`src/rtl/keypad_scan_ctrl.sv`:
```
// 4x4 matrix keypad scanner: drives one column low at a time, debounces press
// and release on the synchronized rows, and reports one key_valid per press.
module keypad_scan_ctrl #(
    parameter int SCAN_DIV        = 4096,
    parameter int DEBOUNCE_CYCLES = 65536
) (
    input  logic       clk,
    input  logic       reset,
    input  logic [3:0] rows,
    output logic [3:0] cols,
    output logic [3:0] key_code,
    output logic       key_valid,
    output logic       key_held
);

    localparam int DW = (SCAN_DIV > 1) ? $clog2(SCAN_DIV) : 1;
    localparam int BW = (DEBOUNCE_CYCLES > 1) ? $clog2(DEBOUNCE_CYCLES) : 1;
    localparam logic [DW-1:0] DWELL_LAST = DW'(SCAN_DIV - 1);
    localparam logic [BW-1:0] DB_LAST    = BW'(DEBOUNCE_CYCLES - 1);

    typedef enum logic [1:0] {
        SCAN       = 2'd0,
        DB_PRESS   = 2'd1,
        HELD       = 2'd2,
        DB_RELEASE = 2'd3
    } state_t;

    state_t        state_reg, state_next;
    logic [1:0]    col_idx_reg, col_idx_next;
    logic [1:0]    row_idx_reg, row_idx_next;
    logic [DW-1:0] dwell_reg, dwell_next;
    logic [BW-1:0] db_cnt_reg, db_cnt_next;
    logic [3:0]    key_code_reg, key_code_next;
    logic          key_valid_reg, key_valid_next;
    logic          key_held_reg;
    logic [3:0]    cols_reg;
    logic [3:0]    rs_meta_reg, rs_reg;

    logic [1:0]    first_low;
    logic          row_high;

    // Lowest-index low row wins when several rows are pulled down together.
    always_comb begin
        first_low = 2'd0;
        for (int i = 3; i >= 0; i--) begin
            if (!rs_reg[i]) begin
                first_low = 2'(i);
            end
        end
    end

    assign row_high = rs_reg[row_idx_reg];

    always_comb begin
        state_next     = state_reg;
        col_idx_next   = col_idx_reg;
        row_idx_next   = row_idx_reg;
        dwell_next     = dwell_reg;
        db_cnt_next    = db_cnt_reg;
        key_code_next  = key_code_reg;
        key_valid_next = 1'b0;
        case (state_reg)
            SCAN: begin
                if (dwell_reg == DWELL_LAST) begin
                    if (rs_reg != 4'b1111) begin
                        row_idx_next = first_low;
                        db_cnt_next  = '0;
                        state_next   = DB_PRESS;
                    end else begin
                        col_idx_next = col_idx_reg + 2'd1;
                        dwell_next   = '0;
                    end
                end else begin
                    dwell_next = dwell_reg + DW'(1);
                end
            end
            DB_PRESS: begin
                if (row_high) begin
                    col_idx_next = col_idx_reg + 2'd1;
                    dwell_next   = '0;
                    state_next   = SCAN;
                end else if (db_cnt_reg == DB_LAST) begin
                    key_code_next  = {row_idx_reg, col_idx_reg};
                    key_valid_next = 1'b1;
                    state_next     = HELD;
                end else begin
                    db_cnt_next = db_cnt_reg + BW'(1);
                end
            end
            HELD: begin
                if (row_high) begin
                    db_cnt_next = '0;
                    state_next  = DB_RELEASE;
                end
            end
            DB_RELEASE: begin
                // A low sample before the terminal count is a release glitch.
                if (!row_high) begin
                    state_next = HELD;
                end else if (db_cnt_reg == DB_LAST) begin
                    col_idx_next = col_idx_reg + 2'd1;
                    dwell_next   = '0;
                    state_next   = SCAN;
                end else begin
                    db_cnt_next = db_cnt_reg + BW'(1);
                end
            end
            default: state_next = SCAN;
        endcase
    end

    always_ff @(posedge clk) begin
        if (reset) begin
            state_reg     <= SCAN;
            col_idx_reg   <= 2'd0;
            row_idx_reg   <= 2'd0;
            dwell_reg     <= '0;
            db_cnt_reg    <= '0;
            key_code_reg  <= 4'h0;
            key_valid_reg <= 1'b0;
            key_held_reg  <= 1'b0;
            cols_reg      <= 4'b1110;
            rs_meta_reg   <= 4'b1111;
            rs_reg        <= 4'b1111;
        end else begin
            state_reg     <= state_next;
            col_idx_reg   <= col_idx_next;
            row_idx_reg   <= row_idx_next;
            dwell_reg     <= dwell_next;
            db_cnt_reg    <= db_cnt_next;
            key_code_reg  <= key_code_next;
            key_valid_reg <= key_valid_next;
            key_held_reg  <= (state_next == HELD) || (state_next == DB_RELEASE);
            cols_reg      <= ~(4'b0001 << col_idx_next);
            rs_meta_reg   <= rows;
            rs_reg        <= rs_meta_reg;
        end
    end

    assign cols      = cols_reg;
    assign key_code  = key_code_reg;
    assign key_valid = key_valid_reg;
    assign key_held  = key_held_reg;

endmodule
```
`config.mk`:
```
export PLATFORM = sky130hd
export DESIGN_NAME = keypad_scan_ctrl
export DESIGN_NICKNAME = d
export VERILOG_FILES = /design/src/rtl/keypad_scan_ctrl.sv
export SDC_FILE = /design/constraint.sdc
export NUM_CORES = 1
export LEC_CHECK = 0
export CAP_MARGIN = 15
export CORE_MARGIN = 10
export CORE_UTILIZATION = 60
export CTS_CLUSTER_SIZE = 30
export DETAILED_ROUTE_END_ITERATION = 16
export GPL_ROUTABILITY_DRIVEN = 0
export GPL_TIMING_DRIVEN = 0
export PLACE_DENSITY = 0.8
export SLEW_MARGIN = 40
export SYNTH_ARGS = -nofsm -noshare
export SYNTH_HDL_FRONTEND = slang
export SYNTH_SLANG_ARGS = --single-unit
```
`constraint.sdc`:
```
create_clock -name clk -period 3.6 [get_ports clk]
set_input_delay 0.72 -clock clk [delete_from_list [all_inputs] [get_ports clk]]
set_output_delay 0.72 -clock clk [all_outputs]
set_load 0.03 [all_outputs]
```
# Word-level counts from Yosys, hierarchy flattened
# Cells that the tools add are included.
totals:
  out_inout_bits: 10
  register_bits: 52
classes:
  shifts: 1
  addsub: 3
  order_cmp: 1
  mux: 34
  n_eq_ne: 16
  n_bitwise: 3
  reduce_logical: 8
op_table:
  columns: ["cell", "count"]
  rows:
  - ["two-way mux 16 bit", 6]
  - ["one-hot mux 16 bit (4 select lines)", 1]
  - ["two-way mux 12 bit", 5]
  - ["one-hot mux 12 bit (3 select lines)", 1]
  - ["two-way mux 2 bit", 16]
  - ["adder 16 x 1 -> 16 bit, second input constant", 1]
  - ["== test 16 bit, second input constant", 1]
  - ["!= test 2 bit, second input constant", 7]
  - ["adder 12 x 1 -> 12 bit, second input constant", 1]
  - ["== test 12 bit, second input constant", 1]
  - ["AND reduction 5 bit", 2]
  - ["== test 2 bit, second input constant", 4]
  - ["one-hot mux 2 bit (4 select lines)", 1]
  - ["one-hot mux 2 bit (3 select lines)", 1]
  - ["AND reduction 3 bit", 2]
  - ["!= test 4 bit, second input constant", 1]
  - ["inverter 4 bit", 1]
  - ["left shift 1 x 2 -> 4 bit, first input constant", 1]
  - ["less-than comparator 2 x 3 -> 1 bit, second input constant", 1]
  - ["!= test 3 bit, second input constant", 1]
  - ["nonzero test 3 bit", 1]
  - ["OR reduction 3 bit", 1]
  - ["adder 2 x 1 -> 2 bit, second input constant", 1]
  - ["binary-select mux 1 bit (select 2 bit)", 1]
  - ["other kinds (5)", 7]

# Depth between registers and ports, before layout
# Gate-level depths: netlist (run 1).
depth:
  ltp_word: 6
  mapped_depth: 9
  mapped_depth_nobuf: 6

# Worst setup path after synthesis (run 1)
# No wires, ideal clock.
synth_timing:
  kind: "reg2reg"
  start: "register row_idx_reg[0]"
  end: "register db_cnt_reg[14]"
  setup_ns: 0.072
  setup_slack_ns: 1.634
  path_buffers: 1
  path_stages_with_launch: 7
  t_arrival_ns: 1.895
  required_ns: 3.528
  period_less_slack_ns: 1.966
  cell_sequence: "dfxtp_1 -> mux4_2 -> mux2i_1 -> a21o_1 -> buf_2 -> a211oi_1 -> mux2i_1"
synth_between:
  elab_chain_len: 4
  elab_cells_between_ends: 6
synth_rtl:
  columns: ["item", "line", "source"]
  rows:
  - ["start, declared", "30", "logic [1:0] row_idx_reg, row_idx_next;"]
  - ["start signal, assigned", "128", "row_idx_reg <= row_idx_next;"]
  - ["binary-select mux 1 bit (select 2 bit) *", "52", "assign row_high = rs_reg[row_idx_reg];"]
  - ["two-way mux 1 bit (implied by the code) *", "52", null]
  - ["!= test 2 bit (no line)", null, null]
  - ["AND reduction 5 bit (no line) *", null, null]
  - ["end signal, assigned", "130", "db_cnt_reg <= db_cnt_next;"]
  - ["end, declared", "32", "logic [BW-1:0] db_cnt_reg, db_cnt_next;"]
# Every way passes the cells marked *; elsewhere a longest branch is shown, timed or not. The select of a mux whose other input is x is not followed.
# A chain may end at the register's enable or synchronous reset.

# Worst setup path in the final report (run 1)
layout_timing:
  start: "register dwell_reg[0]"
  end: "register dwell_reg[0]"
layout_between:
  elab_chain_len: 3
  elab_cells_between_ends: 6
layout_rtl:
  columns: ["item", "line", "source"]
  rows:
  - ["start, declared", "31", "logic [DW-1:0] dwell_reg, dwell_next;"]
  - ["start signal, assigned", "129", "dwell_reg <= dwell_next;"]
  - ["adder 12 x 1 -> 12 bit or == test 12 bit (tied branches)", "74, 64", null]
  - ["two-way mux 12 bit or != test 3 bit (tied branches)", null, null]
  - ["one-hot mux 12 bit (3 select lines) or AND reduction 5 bit (tied branches)", null, null]
# Several ways; a longest one is shown, not always the timed one.

==> results of run 1 <==
[cell usage in the layout, fill, tap and decap left out, drive strengths merged, types with 10 or more instances in the layout]
cell / instances
o21ai: 14
dfxtp: 52
nand3: 12
mux2i: 11
a211oi: 14
a21oi: 23
nand4: 12
clkdlybuf4s50: 14
or2: 10
clkbuf: 14
nand2: 36
[worst max-delay path, delay by kind of cell, from the launching register on]
kind                     cells  cell delay (ns)
buffers and inverters        3             0.52
flip-flops                   1             0.39
AND/OR/NAND/NOR              2             0.41
AO/OA/AOI/OAI                3             0.66
adder cells (fa/ha/maj)      1             0.21
[cell type report]
class,instances,area [um2]
multi-input combinational,220,1450
tap,50,62.6
inverter,6,22.5
buffer,17,92.6
timing repair buffer,14,140
clock buffer,6,82.6
clock inverter,2,15.0
sequential,52,1040
fill,345,1210
[cell usage after synthesis (all sizes together), types with 9 or more instances]
cell type  count  area (um2)
a211oi        14         110
dfxtp         52        1040
nand3         12        60.1
nor2           9        36.3
buf            9        62.6
nand4         12        81.3
o21ai         14        81.3
nand2b         9        63.8
or2           10        62.6
a21oi         23         130
nand2         36         135
o31ai          9        67.6
mux2i         11         110
or4            9        67.6
[logic make-up (layout without fill, tap and decap cells)]
group | Yosys count | count (layout) | share of synthesized area, %
AOI/OAI and AO/OA | 79 | 79 | 21.9
adders and majority gates | 2 | 2 | 0.959
buffers and inverters | 23 | 45 | 4.41
DFF | 52 | 52 | 39.9
muxes | 13 | 13 | 5.52
and+or+nand+nor | 126 | 126 | 27.3
[per-stage QoR]
| step | setup WS [ns] | hold WS, ns | util [%] |
|---|---|---|---|
| 2_1_floorplan | 1.63 | 0.389 | - |
| 3_3_place_gp | 1.42 | 0.392 | 68.3 |
| 3_5_place_dp | 1.39 | 0.393 | 68.3 |
| 4_1_cts | 1.36 | 0.416 | 70.7 |
| 5_1_grt | 1.11 | 0.424 | 70.7 |
| 6_report | 1.30 | 0.414 | 70.7 |
[routing by layer]
layer  routed length, um  GRT usage, %  vias up
met1                2740          20.8     1114
met2                2550          23.8       76
met3                 357          4.26       10
met5                   0             0        -
li1                    -             -     1149
met4                 101          7.19        0
[path summary, 6_finish.rpt]
| check | endpoint | slack (ns) | cells past startpoint |
|---|---|---|---|
| setup / recovery | dwell_reg[0]$_SDFFE_PP0P_ | 1.30 | 9 |
| hold / removal | rs_reg[2]$_SDFF_PP1_ | 0.41 | 1 |
| setup reg to reg | dwell_reg[0]$_SDFFE_PP0P_ | 1.30 | 9 |
| hold reg to reg | rs_reg[2]$_SDFF_PP1_ | 0.41 | 1 |
[power by group]
group,internal [mW],switching [mW]
clock,0.156,0.194
combinational,0.0173,0.0237
sequential,0.582,0.00499
total,0.755,0.223
==> impl_metrics.ini, run 1 <==
[outcome]
status = completed

[timing]
finalMaxSlewViolations = 0
hold_violations = 0
slew_headroom_pct = 53.5
fin_tns_setup_ns = 0
fin_skew_ns = 0.00838
setup_viol = 0
tightest_slew_ns = 0.694
rsz0062_at_grt = false
finalCritPeriodShare_pct = 63.9
timing.fmax_ghz = 0.435
period_needed_ns = 2.30

[logic_synthesis]
synth_nets = 303
ys_ff_latch = 52
ys_seq_area_share_pct = 39.9
yosys_warnings = 0
ys_types = 46
synth.avg_cell_area_um2 = 8.84
synth_flop_cell = dfxtp_1
synth_edf_count = 0
syn_inst = 295
synthArstFlopShare_pct = 0
syn_area_um2 = 2610

[route]
vias_per_cell = 6.40
wl_um = 5740
dr.first_iter.drc_count = 155
drt-pass1-iter-count = 5
detail-route-antenna-nets = 0
wire_per_inst_um = 15.7
drc = 0
num_vias = 2349

[worst_setup_path]
slowest_delay_ns = 0.39
startpoint = dwell_reg[0]$_SDFFE_PP0P_
critPathMaxFanout = 10
cp.required_ns = 3.81
critPathSlowestCell = dfxtp_1
arrival_ns = 2.51
cp-start-kind = flip-flop
path_class = flip-flop to flip-flop
rr_startpoint = dwell_reg[0]$_SDFFE_PP0P_
crit_chain = ha_1 -> and4_1 -> buf_2 -> nand4_1 -> o21ai_4 -> buf_6 -> buf_4 -> o21ai_0 -> a211oi_1
cp-end-kind = flip-flop

[global_routing]
globalRouteTotalUtil_pct = 15.9
grt_pass1_vias = 2171
grt_pass1_wl_um = 9870
grt_start_max_net_pins = 17
gr-total-overflow = 0
antenna_found_initial = 0

[floorplan]
die_w_um = 85.9
core_area_um2 = 4120
rows = 23
pin_count = 16
die-area_um2 = 7390
die_height_um = 85.9
start_util_pct = 63.4

[clocking]
clock-sinks = 52
clkTransAtPathRegs_ns = 0.09
clk_latency_ns = 0.31
postCtsSetupRepairBufs = 0
clockBufferDepth = 2
htreeDepth = 2
holdBufCountCts = 0
numCtsBuffers = 5
cts_tree = built
cts_resized = 0
root_buffer = clkbuf_8

[power_and_ir_drop]
peakVddDrop_mv = 0.234
power.leakage_nw = 0.949
power.density_nw_per_um2 = 336
finalPower_mw = 0.978

[layout]
syn2layout_area_growth_pct = 11.5
drive_gt1_share_pct = 12.3
fin_nets = 324
final_cell_area_um2 = 2910
largest_reg_flops = 16
layoutNonFillerInstCount = 367
diodes = 0

[placed_design]
placed_cell_area_um2 = 2810
portBuffers = 14
dpl.hpwl_um = 4160
dp_cells = 359

[hold_path]
hold_class = flip-flop to flip-flop
hold_start = rs_meta_reg[2]$_SDFF_PP1_

[run]
maxCapViolCount = 0
(Power assumes the default switching activity.)
==> run 2: changes to the inputs <==
--- a/config.mk
+++ b/config.mk
@@ -7,12 +7,12 @@
 export LEC_CHECK = 0
 export CAP_MARGIN = 15
 export CORE_MARGIN = 10
-export CORE_UTILIZATION = 60
+export CORE_UTILIZATION = 59
 export CTS_CLUSTER_SIZE = 30
 export DETAILED_ROUTE_END_ITERATION = 16
 export GPL_ROUTABILITY_DRIVEN = 0
 export GPL_TIMING_DRIVEN = 0
-export PLACE_DENSITY = 0.8
+export PLACE_DENSITY = 0.79
 export SLEW_MARGIN = 40
 export SYNTH_ARGS = -nofsm -noshare
 export SYNTH_HDL_FRONTEND = slang
==> constraint.sdc (replaced) <==
create_clock -name clk -period 2.3 [get_ports clk]
set_input_delay 0.46 -clock clk [delete_from_list [all_inputs] [get_ports clk]]
set_output_delay 0.46 -clock clk [all_outputs]
set_load 0.03 [all_outputs]
==> impl_metrics.ini, run 2 (synthesis results as in run 1) <==
[clocking]
root_buffer = clkbuf_8
clockBufferDepth = 2
numCtsBuffers = 5
cts_tree = built
clkTransAtPathRegs_ns = 0.10
htreeDepth = 2
clock-sinks = 52
clk_latency_ns = 0.31

[power_and_ir_drop]
clockPowerShare_pct = 39.7
peakVddDrop_mv = 0.486
power.density_nw_per_um2 = 547
power_switching_mw = 0.369
swShare_pct = 22.5
power.leakage_nw = 1.01
internal_power_mw = 1.27
power_frac_comb_pct = 4.1
pwr-share-seq_pct = 56.1

[floorplan]
pin_count = 16
die_w_um = 86.5
die-area_um2 = 7480
die_height_um = 86.5
rows = 24
core_area_um2 = 4320
start_util_pct = 60.3

[worst_setup_path]
crit_chain = ha_2 -> and4_1 -> buf_2 -> nand4_1 -> o21ai_4 -> buf_4 -> or4_1 -> a211oi_1
reg2reg_slack_ns = 0.12
cp-end-kind = flip-flop
arrival_ns = 2.42
slowest_delay_ns = 0.51
cp.required_ns = 2.54
path_class = flip-flop to flip-flop
r2r.worst_path.cells = 8
cp-start-kind = flip-flop
cp-endpoint = dwell_reg[3]$_SDFFE_PP0P_
startpoint = dwell_reg[0]$_SDFFE_PP0P_
critPathSlowestCell = or4_1
rr_startpoint = dwell_reg[0]$_SDFFE_PP0P_
critPathMaxFanout = 6
r2r-end = dwell_reg[3]$_SDFFE_PP0P_

[timing]
hold_violations = 0
finalCritPeriodShare_pct = 94.8
hold_ws_ns = 0.418
fin_skew_ns = 0.00823
timing.fmax_ghz = 0.459
slew_headroom_pct = 52.0
period_needed_ns = 2.18
fin_tns_setup_ns = 0
tightest_slew_ns = 0.715
rsz0062_at_grt = true
finalMaxSlewViolations = 0
setup_viol = 0

[route]
num_vias = 2335
drt-pass1-iter-count = 4
wl_um = 6000
drc = 0
dr.first_iter.drc_count = 269
vias_per_cell = 6.29
detail-route-antenna-nets = 0
wire_per_inst_um = 16.2

[global_routing]
grt_pass1_vias = 2177
gr-total-overflow = 0
globalRouteTotalUtil_pct = 15.7
grt_start_max_net_pins = 18
antenna_found_initial = 0
grt_pass1_wl_um = 9880

[layout]
layout_commonest_cell = dfxtp_1
fin_nets = 326
syn2layout_area_growth_pct = 14.7
diodes = 0
drive_gt1_share_pct = 15.0
largest_reg_flops = 16
most-common-layout-cells = dfxtp_1 (50), nand2_1 (35), a21oi_1 (21), clkdlybuf4s50_1 (14)

[hold_path]
hold_class = flip-flop to flip-flop

[placed_design]
dpl.hpwl_um = 4170
portBuffers = 14

[outcome]
status = completed

[run]
maxCapViolCount = 0
run 2: stage by stage:
| step | util [%] | area (um2) | cells | worst slack [ns] | total power, mW |
|---|---|---|---|---|---|
| 5_1_grt | 69.2 | 2990 | 371 | -0.0139 | 1.68 |
| 3_3_place_gp | 65.1 | 2810 | 361 | 0.130 | 1.00 |
| 2_1_floorplan | - | 2610 | 295 | 0.334 | 0.983 |
| 4_1_cts | 67.7 | 2930 | 369 | 0.0269 | 1.64 |
| 6_report | 69.2 | 2990 | 371 | 0.120 | 1.64 |
| 3_5_place_dp | 65.1 | 2810 | 361 | 0.0675 | 1.00 |
run 2: worst max-delay path: cells and delay by family, from the launching register on:
family | cells | cell delay [ns]
adders and majority gates | 1 | 0.19
AOI/OAI and AO/OA | 2 | 0.35
DFF | 1 | 0.35
buffers and inverters | 2 | 0.32
and+or+nand+nor | 3 | 0.89
run 2: power by group through the flow:
stage	sequential, mW	clock, mW	combinational (mW)
6_report	0.919	0.650	0.0676
3_5_place_dp	0.939	0	0.0655
2_1_floorplan	0.937	0	0.0456
4_1_cts	0.918	0.653	0.0656
3_3_place_gp	0.939	0	0.0631
5_1_grt	0.920	0.686	0.0763
run 2: layer usage:
layer / global-route usage (%) / wire length (um)
met4: 4.86 / 27
met1: 20.8 / 2830
met5: 0 / 0
met3: 4.22 / 298
met2: 24.3 / 2840
run 2: cell type report:
type | count | area (um2)
clock inverter | 3 | 46.3
timing repair buffer | 16 | 155
tap | 52 | 65.1
clock buffer | 5 | 68.8
fill | 357 | 1330
multi-input combinational | 220 | 1490
sequential | 52 | 1040
inverter | 6 | 22.5
buffer | 17 | 103
run 2: worst min path at each step:
stage                              startpoint                   end  slack, ns  cells after the start
floorplan           rs_meta_reg[0]$_SDFF_PP1_  rs_reg[0]$_SDFF_PP1_       0.39                      1
global placement    rs_meta_reg[1]$_SDFF_PP1_  rs_reg[1]$_SDFF_PP1_       0.39                      1
detailed placement  rs_meta_reg[3]$_SDFF_PP1_  rs_reg[3]$_SDFF_PP1_       0.40                      1
CTS                 rs_meta_reg[0]$_SDFF_PP1_  rs_reg[0]$_SDFF_PP1_       0.42                      1
global route        rs_meta_reg[0]$_SDFF_PP1_  rs_reg[0]$_SDFF_PP1_       0.43                      1
finish              rs_meta_reg[0]$_SDFF_PP1_  rs_reg[0]$_SDFF_PP1_       0.42                      1
run 2: what timing repair did:
| action | in CTS | in global routing |
|---|---|---|
| buffers inserted | 0 | 2 |
| gates resized for setup | 0 | 15 |
| hold buffers | 0 | 0 |
| setup endpoints to repair | 0 | 29 |
==> run 3: changes to the inputs <==
--- a/config.mk
+++ b/config.mk
@@ -7,12 +7,11 @@
 export LEC_CHECK = 0
 export CAP_MARGIN = 15
 export CORE_MARGIN = 10
-export CORE_UTILIZATION = 59
+export CORE_UTILIZATION = 35
 export CTS_CLUSTER_SIZE = 30
 export DETAILED_ROUTE_END_ITERATION = 16
 export GPL_ROUTABILITY_DRIVEN = 0
 export GPL_TIMING_DRIVEN = 0
-export PLACE_DENSITY = 0.79
 export SLEW_MARGIN = 40
 export SYNTH_ARGS = -nofsm -noshare
 export SYNTH_HDL_FRONTEND = slang
==> impl_metrics.ini, run 3 (synthesis results as in run 1) <==
[power_and_ir_drop]
swShare_pct = 24.9
power.leakage_nw = 1.02
power_frac_comb_pct = 4.6
finalPower_mw = 1.54
clockPowerShare_pct = 35.8
power_switching_mw = 0.383
pwr-share-seq_pct = 59.6
internal_power_mw = 1.16
power.density_nw_per_um2 = 503
peakVddDrop_mv = 0.217

[global_routing]
grt_start_max_net_pins = 18
antenna_found_initial = 0
grt_pass1_vias = 2198
grt_pass1_wl_um = 10700
gr-total-overflow = 0
globalRouteTotalUtil_pct = 11.2

[timing]
timing.fmax_ghz = 0.452
fin_skew_ns = 0.00980
finalMaxSlewViolations = 0
finalCritPeriodShare_pct = 96.1
fin_tns_setup_ns = 0
hold_violations = 0
slew_headroom_pct = 58.8
hold_ws_ns = 0.410
rsz0062_at_grt = true
period_needed_ns = 2.21
setup_viol = 0
tightest_slew_ns = 0.617

[worst_setup_path]
critPathSlowestCell = or4_1
reg2reg_slack_ns = 0.09
cp-end-kind = flip-flop
path_delay_family = simple AND/OR/NAND/NOR gates
cp-start-kind = flip-flop
slowest_delay_ns = 0.51
crit_chain = ha_2 -> and4_1 -> buf_2 -> nand4_1 -> o21ai_4 -> buf_4 -> or4_1 -> a211oi_1
cp.required_ns = 2.53
path_class = flip-flop to flip-flop
critical_path_buf_inv_count = 2
critPathMaxFanout = 7
arrival_ns = 2.45

[clocking]
clk_latency_ns = 0.32
root_buffer = clkbuf_8
clock-sinks = 52
numCtsBuffers = 5
clkTransAtPathRegs_ns = 0.10
cts_tree = built
clockBufferDepth = 2
htreeDepth = 2
holdBufCountCts = 0

[layout]
most-common-layout-cells = dfxtp_1 (51), nand2_1 (35), a21oi_1 (21), clkdlybuf4s50_1 (14), nand3_1 (12)
diodes = 0
largest_reg_flops = 16
fin_nets = 327
layout_commonest_cell = dfxtp_1
syn2layout_area_growth_pct = 17.4
fillers = 742
drive_gt1_share_pct = 16.9

[outcome]
status = completed

[route]
detail-route-antenna-nets = 0
drt-pass1-iter-count = 4
num_vias = 2325
dr.first_iter.drc_count = 149
vias_per_cell = 5.55
wire_per_inst_um = 15.3
wl_um = 6390
drc = 0

[floorplan]
start_util_pct = 36.0
die_w_um = 106
die-area_um2 = 11300
rows = 31
pin_count = 16
die_height_um = 106
core_area_um2 = 7250

[run]
maxCapViolCount = 0

[placed_design]
portBuffers = 14
dpl.hpwl_um = 4530

[hold_path]
hold_class = flip-flop to flip-flop
-- run 3: worst paths after layout --
path                                      to                 startpoint  cells after the start
setup / recovery  dwell_reg[11]$_SDFFE_PP0P_  dwell_reg[0]$_SDFFE_PP0P_                      8
hold / removal          rs_reg[3]$_SDFF_PP1_  rs_meta_reg[3]$_SDFF_PP1_                      1
setup reg to reg  dwell_reg[11]$_SDFFE_PP0P_  dwell_reg[0]$_SDFFE_PP0P_                      8
hold reg to reg         rs_reg[3]$_SDFF_PP1_  rs_meta_reg[3]$_SDFF_PP1_                      1
-- run 3: timing repair --
action / 4_1_cts / 5_1_grt
buffers inserted: 0 / 3
gates resized for setup: 1 / 20
endpoints found under the setup margin: 5 / 33
endpoints found under the hold margin: 0 / 0
pin swaps: 0 / 3
-- run 3: area by class of cell --
| cell class | count | area (um2) | area share [%] |
|---|---|---|---|
| clock inverter | 3 | 21.3 | 0.694 |
| multi-input combinational | 220 | 1520 | 49.6 |
| tap | 99 | 124 | 4.04 |
| inverter | 6 | 22.5 | 0.735 |
| clock buffer | 5 | 68.8 | 2.25 |
| buffer | 17 | 103 | 3.35 |
| sequential | 52 | 1040 | 34.0 |
| timing repair buffer | 17 | 163 | 5.31 |
-- run 3: routing by layer --
layer / part of all wire [%] / up-vias / track usage (%)
met5: 0 / - / 0
met2: 48 / 37 / 18.5
li1: - / 1158 / -
met4: 1.2 / 0 / 4.16
met3: 3.5 / 7 / 2.54
met1: 48 / 1123 / 13.9
-- run 3: worst reg2reg max path: stages, from the launching register on --
cell and delay (ns):
dfxtp_1 0.35, ha_2 0.20, and4_1 0.19, buf_2 0.15, nand4_1 0.22, o21ai_4 0.10
buf_4 0.16, or4_1 0.51, a211oi_1 0.25
-- run 3: stage by stage --
step	worst slack, ns	std cells	utilization (%)	instance area [um2]
final	0.0896	419	42.2	3060
after global placement	0.0297	408	39.6	2870
after global routing	-0.0281	419	42.2	3060
after detailed placement	0.0210	408	39.6	2870
after CTS	0.00803	416	40.9	2960
after floorplan	0.334	295	-	2610
-- run 3: power by group through the flow --
stage	Clock (mW)	Sequential, mW	Combinational (mW)
6_report	0.552	0.918	0.0708
3_3_place_gp	0	0.938	0.0646
3_5_place_dp	0	0.939	0.0663
5_1_grt	0.595	0.920	0.0786
2_1_floorplan	0	0.937	0.0456
4_1_cts	0.565	0.918	0.0664
